$ cat config.mk
export PLATFORM = sky130hd
export DESIGN_NAME = target_lut
export DESIGN_NICKNAME = d
export VERILOG_FILES = /design/src/rtl/target_lut.sv
export SDC_FILE = /design/constraint.sdc
export NUM_CORES = 1
export LEC_CHECK = 0
export CAP_MARGIN = 20
export CORE_MARGIN = 1
export CORE_UTILIZATION = 59
export DETAILED_ROUTE_END_ITERATION = 12
export PLACE_DENSITY = 0.8
export SLEW_MARGIN = 5
export SYNTH_ARGS = -nofsm -noshare
export SYNTH_HDL_FRONTEND = slang
export SYNTH_SLANG_ARGS = --single-unit
$ cat constraint.sdc
create_clock -name Clk -period 4.78 [get_ports Clk]
set_input_delay 1.434 -clock Clk [delete_from_list [all_inputs] [get_ports Clk]]
set_output_delay 1.434 -clock Clk [all_outputs]
set_load 0.02 [all_outputs]
$ cat src/rtl/target_lut.sv
// RAM-backed branch-target lookup table with registered reads and an init fill sequencer.
// Optional per-entry absolute-target flag and WrAbs port enabled by defining TARGET_LUT_ABS_EN.
module target_lut #(
    parameter int DEPTH   = 16,
    parameter int IDX_W   = $clog2(DEPTH),
    parameter int DATA_W  = 11,
    parameter int PC_W    = 10,
    parameter int DEFAULT = 1
) (
    input  logic              Clk,
    input  logic              Reset,
    input  logic              Flush,
    input  logic              RdEn,
    input  logic [IDX_W-1:0]  Index,
    input  logic [PC_W-1:0]   PC,
    input  logic              WrEn,
    input  logic [IDX_W-1:0]  WrIndex,
    input  logic [DATA_W-1:0] WrData,
`ifdef TARGET_LUT_ABS_EN
    input  logic              WrAbs,
`endif
    output logic [DATA_W-1:0] Out,
    output logic [PC_W-1:0]   Target,
    output logic              OutValid,
    output logic              Busy
);

    typedef enum logic {
        S_INIT  = 1'b0,
        S_READY = 1'b1
    } state_t;

    state_t             r_state;
    logic [IDX_W-1:0]   r_init_ptr;
    logic [DATA_W-1:0]  r_mem [DEPTH];
    logic [DATA_W-1:0]  r_out;
    logic [PC_W-1:0]    r_target;
    logic               r_out_valid;

    logic               w_bypass;
    logic [DATA_W-1:0]  w_rd_data;
    logic [PC_W-1:0]    w_ext_rel;
    logic [PC_W-1:0]    w_target;

    assign w_bypass  = WrEn && (WrIndex == Index);
    assign w_rd_data = w_bypass ? WrData : r_mem[Index];

    // Entry is sign-extended to PC width, or truncated when it is wider than the PC.
    generate
        if (DATA_W >= PC_W) begin : g_rel_trunc
            assign w_ext_rel = w_rd_data[PC_W-1:0];
        end else begin : g_rel_sext
            assign w_ext_rel = {{(PC_W-DATA_W){w_rd_data[DATA_W-1]}}, w_rd_data};
        end
    endgenerate

`ifdef TARGET_LUT_ABS_EN
    logic               r_abs [DEPTH];
    logic               w_rd_abs;
    logic [PC_W-1:0]    w_ext_abs;

    assign w_rd_abs = w_bypass ? WrAbs : r_abs[Index];

    generate
        if (DATA_W >= PC_W) begin : g_abs_trunc
            assign w_ext_abs = w_rd_data[PC_W-1:0];
        end else begin : g_abs_zext
            assign w_ext_abs = {{(PC_W-DATA_W){1'b0}}, w_rd_data};
        end
    endgenerate

    // Target select: flagged entries ignore the PC.
    always_comb begin
        w_target = PC + w_ext_rel;
        if (w_rd_abs) begin
            w_target = w_ext_abs;
        end else begin
            w_target = PC + w_ext_rel;
        end
    end

    // Absolute-flag storage, cleared by the init fill and written alongside the entry.
    always_ff @(posedge Clk) begin
        if (r_state == S_INIT) begin
            r_abs[r_init_ptr] <= 1'b0;
        end else if (WrEn) begin
            r_abs[WrIndex] <= WrAbs;
        end
    end
`else
    assign w_target = PC + w_ext_rel;
`endif

    // Table storage: init fill has priority; a write alongside Flush lands and is then refilled.
    always_ff @(posedge Clk) begin
        if (r_state == S_INIT) begin
            r_mem[r_init_ptr] <= DATA_W'(DEFAULT);
        end else if (WrEn) begin
            r_mem[WrIndex] <= WrData;
        end
    end

    // Control FSM and registered read outputs.
    always_ff @(posedge Clk or posedge Reset) begin
        if (Reset) begin
            r_state     <= S_INIT;
            r_init_ptr  <= {IDX_W{1'b0}};
            r_out       <= {DATA_W{1'b0}};
            r_target    <= {PC_W{1'b0}};
            r_out_valid <= 1'b0;
        end else begin
            r_out_valid <= 1'b0;
            case (r_state)
                S_INIT: begin
                    if (r_init_ptr == IDX_W'(DEPTH - 1)) begin
                        r_state    <= S_READY;
                        r_init_ptr <= {IDX_W{1'b0}};
                    end else begin
                        r_init_ptr <= r_init_ptr + 1'b1;
                    end
                end
                S_READY: begin
                    if (RdEn) begin
                        r_out       <= w_rd_data;
                        r_target    <= w_target;
                        r_out_valid <= 1'b1;
                    end
                    if (Flush) begin
                        r_state    <= S_INIT;
                        r_init_ptr <= {IDX_W{1'b0}};
                    end
                end
                default: begin
                    r_state    <= S_INIT;
                    r_init_ptr <= {IDX_W{1'b0}};
                end
            endcase
        end
    end

    assign Out      = r_out;
    assign Target   = r_target;
    assign OutValid = r_out_valid;
    assign Busy     = (r_state == S_INIT);

endmodule

==> results.sh, run 1 <==
export IMPL_p_leak_nw=3.71
export IMPL_cts_clk_slew_worst_paths_ns=0.06
export IMPL_internal_power_mw=3.84
export IMPL_min_path_type="reg -> reg"
export IMPL_p_sw_mw=1.54
export IMPL_slew_headroom=0.373
export IMPL_cts_max_level=1
export IMPL_cts_tree="done"
export IMPL_ys_seq_area_frac=0.688
export IMPL_grt_pass1_vias=4977
export IMPL_max_cap_violations=0
export IMPL_rows=43
export IMPL_postLayoutCoreUtil=0.734
export IMPL_viasPerCell=6.35
export IMPL_post_cts_buffers=0
export IMPL_overflow=0
export IMPL_cp_end_kind="flip-flop"
export IMPL_report_final_slew_viol_count=0
export IMPL_regToRegSetupSlack_ns=1.27
export IMPL_timing_fmax_mhz=221
export IMPL_root_buffer="clkbuf_16"
export IMPL_cts_repair_resize_count=0
export IMPL_grt_start_max_net_pins=28
export IMPL_ir_drop_v=0.000293
export IMPL_power_density_nw_per_um2=520
export IMPL_postSynthAreaPerCell_sq_um=18.8
export IMPL_sw_frac_of_total=0.285
export IMPL_die_width_um=123
export IMPL_worst_ep_required_time_ns=5.21
export IMPL_grt_use_total=0.273
export IMPL_antenna_found_initial=0
export IMPL_finalHoldViolations=0
export IMPL_pre_cts_slack_ns=-0.278
export IMPL_drt_first_pass_iters=5
export IMPL_gp_congestion=0.873
export IMPL_dr_total_vias=4800
export IMPL_tightest_slew_ns=0.940
export IMPL_cts_sinks=203
export IMPL_drc=0
export IMPL_drtIter0Drc=469
export IMPL_place_hpwl_um=12300
export IMPL_io_pins=57
export IMPL_hp_start="Target[7]$_DFFE_PP0P_"
export IMPL_synth_edf_count=176
export IMPL_worstSetupStartpointType="input pin"
export IMPL_pwr_share_clk=0.277
export IMPL_finClkSkew_ns=0.0125
export IMPL_seqPwrFrac=0.469
export IMPL_fill_cells=798
export IMPL_antenna_cells=0
export IMPL_fin_ws_ns=0.257
export IMPL_report_final_setup_viol=0
export IMPL_area_growth_pct=19.4
export IMPL_period_share=0.946
export IMPL_cts_max_path_buffers=3
export IMPL_synthArstFlopShare=0.133
export IMPL_rr_worst_depth=11
export IMPL_synth_flop_cell="edfxtp_1"
export IMPL_synth_cell_type_count=47
export IMPL_numCtsBuffers=21
export IMPL_timing_rr_end="Target[8]$_DFFE_PP0P_"
export IMPL_clk_latency_ns=0.49
export IMPL_cp_max_fo=6
export IMPL_final_nets=609
export IMPL_comb_power_share=0.254
export IMPL_crit_type="in -> reg"
export IMPL_initial_core_util=0.615
export IMPL_rsz0062_at_grt="false"
export IMPL_r2r_start="r_mem[9][0]$_DFFE_PP_"
export IMPL_hold_path_cell_count=2
export IMPL_arrival_ns=4.95
export IMPL_design_area_sq_um=10300
export IMPL_core_area_sq_um=14100
export IMPL_timing_hold_worst_endpoint="Target[7]$_DFFE_PP0P_"
export IMPL_wl_per_cell_um=25.6
export IMPL_ant_nets=0
export IMPL_die_y_um=123
export IMPL_grt_pass1_wl_um=28900
export IMPL_fin_crit_ns=4.52
export IMPL_ys_ff_latch=203
export IMPL_hold_buffers=0
export IMPL_syn_cell_area_sq_um=8660
export IMPL_layout_drive_gt1_share=0.219
export IMPL_syn_inst=461
export IMPL_die_area_sq_um=15200
export IMPL_status="finished clean"
export IMPL_placedInstanceArea_sq_um=9710
export IMPL_io_buffers=56
export IMPL_synth_fp_nets=506
export IMPL_wl_um=19400
export IMPL_ys_warn_count=0
==> critical path: stages <==
cell and delay [ns]:
clkdlybuf4s50_1 0.61, mux4_2 0.34, mux4_2 0.50, mux2_2 0.30, ha_1 0.24, fa_2 0.36, a21o_1 0.18, a21oi_2 0.15
o21bai_1 0.09, a211o_1 0.32, a2111o_1 0.36, nand3_1 0.08
==> cells in the final DEF, fill, tap and decap left out, drive strengths merged, types with 2 or more instances in the layout <==
| master | netlist | layout |
|---|---|---|
| and3 | 12 | 12 |
| and2 | 3 | 3 |
| mux2i | 2 | 2 |
| mux2 | 20 | 20 |
| nand2b | 3 | 3 |
| nor3 | 6 | 6 |
| nand2 | 20 | 20 |
| nor2 | 22 | 22 |
| o21ai | 11 | 11 |
| clkdlybuf4s50 | 0 | 54 |
| dfrtp | 27 | 27 |
| buf | 7 | 49 |
| mux4 | 53 | 53 |
| or2 | 2 | 2 |
| clkinv | 0 | 7 |
| a21o | 2 | 2 |
| a31oi | 4 | 4 |
| edfxtp | 176 | 176 |
| o21bai | 2 | 2 |
| nand3 | 4 | 4 |
| nor3b | 3 | 3 |
| o22a | 2 | 2 |
| ha | 10 | 10 |
| xor2 | 7 | 7 |
| a211oi | 4 | 4 |
| inv | 9 | 9 |
| o22ai | 2 | 2 |
| xnor2 | 4 | 4 |
| a21oi | 10 | 10 |
| o2bb2ai | 2 | 2 |
| o21a | 2 | 2 |
| o31a | 2 | 2 |
| clkbuf | 16 | 27 |
==> power by group through the flow <==
stage	Combinational, mW	Clock (mW)	Sequential (mW)
after global routing	1.46	1.58	2.56
after detailed placement	1.35	0	2.55
final	1.37	1.49	2.52
after global placement	1.32	0	2.52
after floorplan	0.702	0	2.60
after CTS	1.36	1.51	2.52
==> routing by layer <==
layer / vias up / part of all wire / GRT usage
li1: 2088 / - / -
met1: 2406 / 0.40 / 0.367
met2: 255 / 0.48 / 0.431
met3: 51 / 0.081 / 0.0503
met4: 0 / 0.042 / 0.145
met5: - / 0 / 0
==> how the worst max path moves through the flow <==
stage	to	cells after the start	startpoint	slack, ns
floorplan	Target[8]$_DFFE_PP0P_	13	Index[0]	0.04
global placement	Target[8]$_DFFE_PP0P_	12	Index[1]	-0.12
detailed placement	Target[8]$_DFFE_PP0P_	12	Index[1]	-0.28
CTS	Target[8]$_DFFE_PP0P_	12	Index[1]	0.28
global route	Target[9]$_DFFE_PP0P_	15	Index[1]	0.02
finish	Target[8]$_DFFE_PP0P_	12	Index[1]	0.26
==> flip-flops by register name (all words and copies together) (netlist names) <==
signal / count
Target: 10
r_mem: 176
r_init_ptr: 4
Out: 11
OutValid: 1
r_state: 1
==> area by class of cell <==
cell class	count	area [sq um]	area share
sequential	203	5960	0.576
multi-input combinational	226	2540	0.246
timing repair buffer	103	973	0.0941
clock buffer	27	548	0.0530
tap	180	225	0.0218
clock inverter	8	65.1	0.00629
inverter	9	33.8	0.00326
==> kinds of logic (layout without fill, tap and decap cells) <==
group	Yosys count	after routing	share of synthesized area
XOR/XNOR	11	11	0.0111
buffers and inverters	32	147	0.0194
AO/OA/AOI/OAI	51	51	0.0393
adder cells (fa/ha/maj)	11	11	0.0168
flip-flops	203	203	0.688
multiplexers	75	75	0.182
AND/OR/NAND/NOR	78	78	0.0438
==> through the flow <==
stage | setup TNS [ns] | hold WS [ns] | power [mW] | instances
6_report | 0 | 0.480 | 5.38 | 756
2_1_floorplan | 0 | 0.582 | 3.30 | 461
3_5_place_dp | -0.486 | 0.475 | 3.91 | 720
5_1_grt | 0 | 0.506 | 5.59 | 756
4_1_cts | 0 | 0.488 | 5.39 | 755
3_3_place_gp | -0.123 | 0.461 | 3.84 | 720
==> synthesized netlist by cell type, types with 2 or more instances <==
master     instances  share of area
edfxtp_1         176           0.61
dfrtp_1           27          0.078
mux4_1            27          0.082
mux4_2            26          0.068
nor2_1            22         0.0095
nand2_1           20         0.0087
clkbuf_1          16         0.0069
and3_1            12         0.0087
mux2_2            11          0.014
o21ai_0           11         0.0064
a21oi_1           10         0.0058
ha_1              10          0.014
inv_1              9         0.0039
mux2_4             9          0.016
xor2_1             7         0.0071
nor3_1             6         0.0035
a211oi_1           4         0.0035
a31oi_1            4         0.0029
nand3_1            4         0.0023
xnor2_1            4         0.0040
and2_1             3         0.0022
buf_6              3         0.0039
nand2b_1           3         0.0022
nor3b_1            3         0.0026
a21o_1             2         0.0017
buf_2              2         0.0012
buf_8              2         0.0035
mux2i_1            2         0.0023
o21a_1             2         0.0017
o21bai_1           2         0.0017
o22a_1             2         0.0020
o22ai_1            2         0.0014
o2bb2ai_1          2         0.0020
o31a_1             2         0.0020
or2_2              2         0.0014
(Power assumes the default switching activity.)
==> run 2: changes to the inputs <==
--- a/config.mk
+++ b/config.mk
@@ -10,6 +10,7 @@
 export CORE_UTILIZATION = 59
 export DETAILED_ROUTE_END_ITERATION = 12
 export PLACE_DENSITY = 0.8
+export SKIP_LAST_GASP = 1
 export SLEW_MARGIN = 5
 export SYNTH_ARGS = -nofsm -noshare
 export SYNTH_HDL_FRONTEND = slang
==> results of run 2 <==
No change in the layout: final DEF, timing and power equal those of run 1.
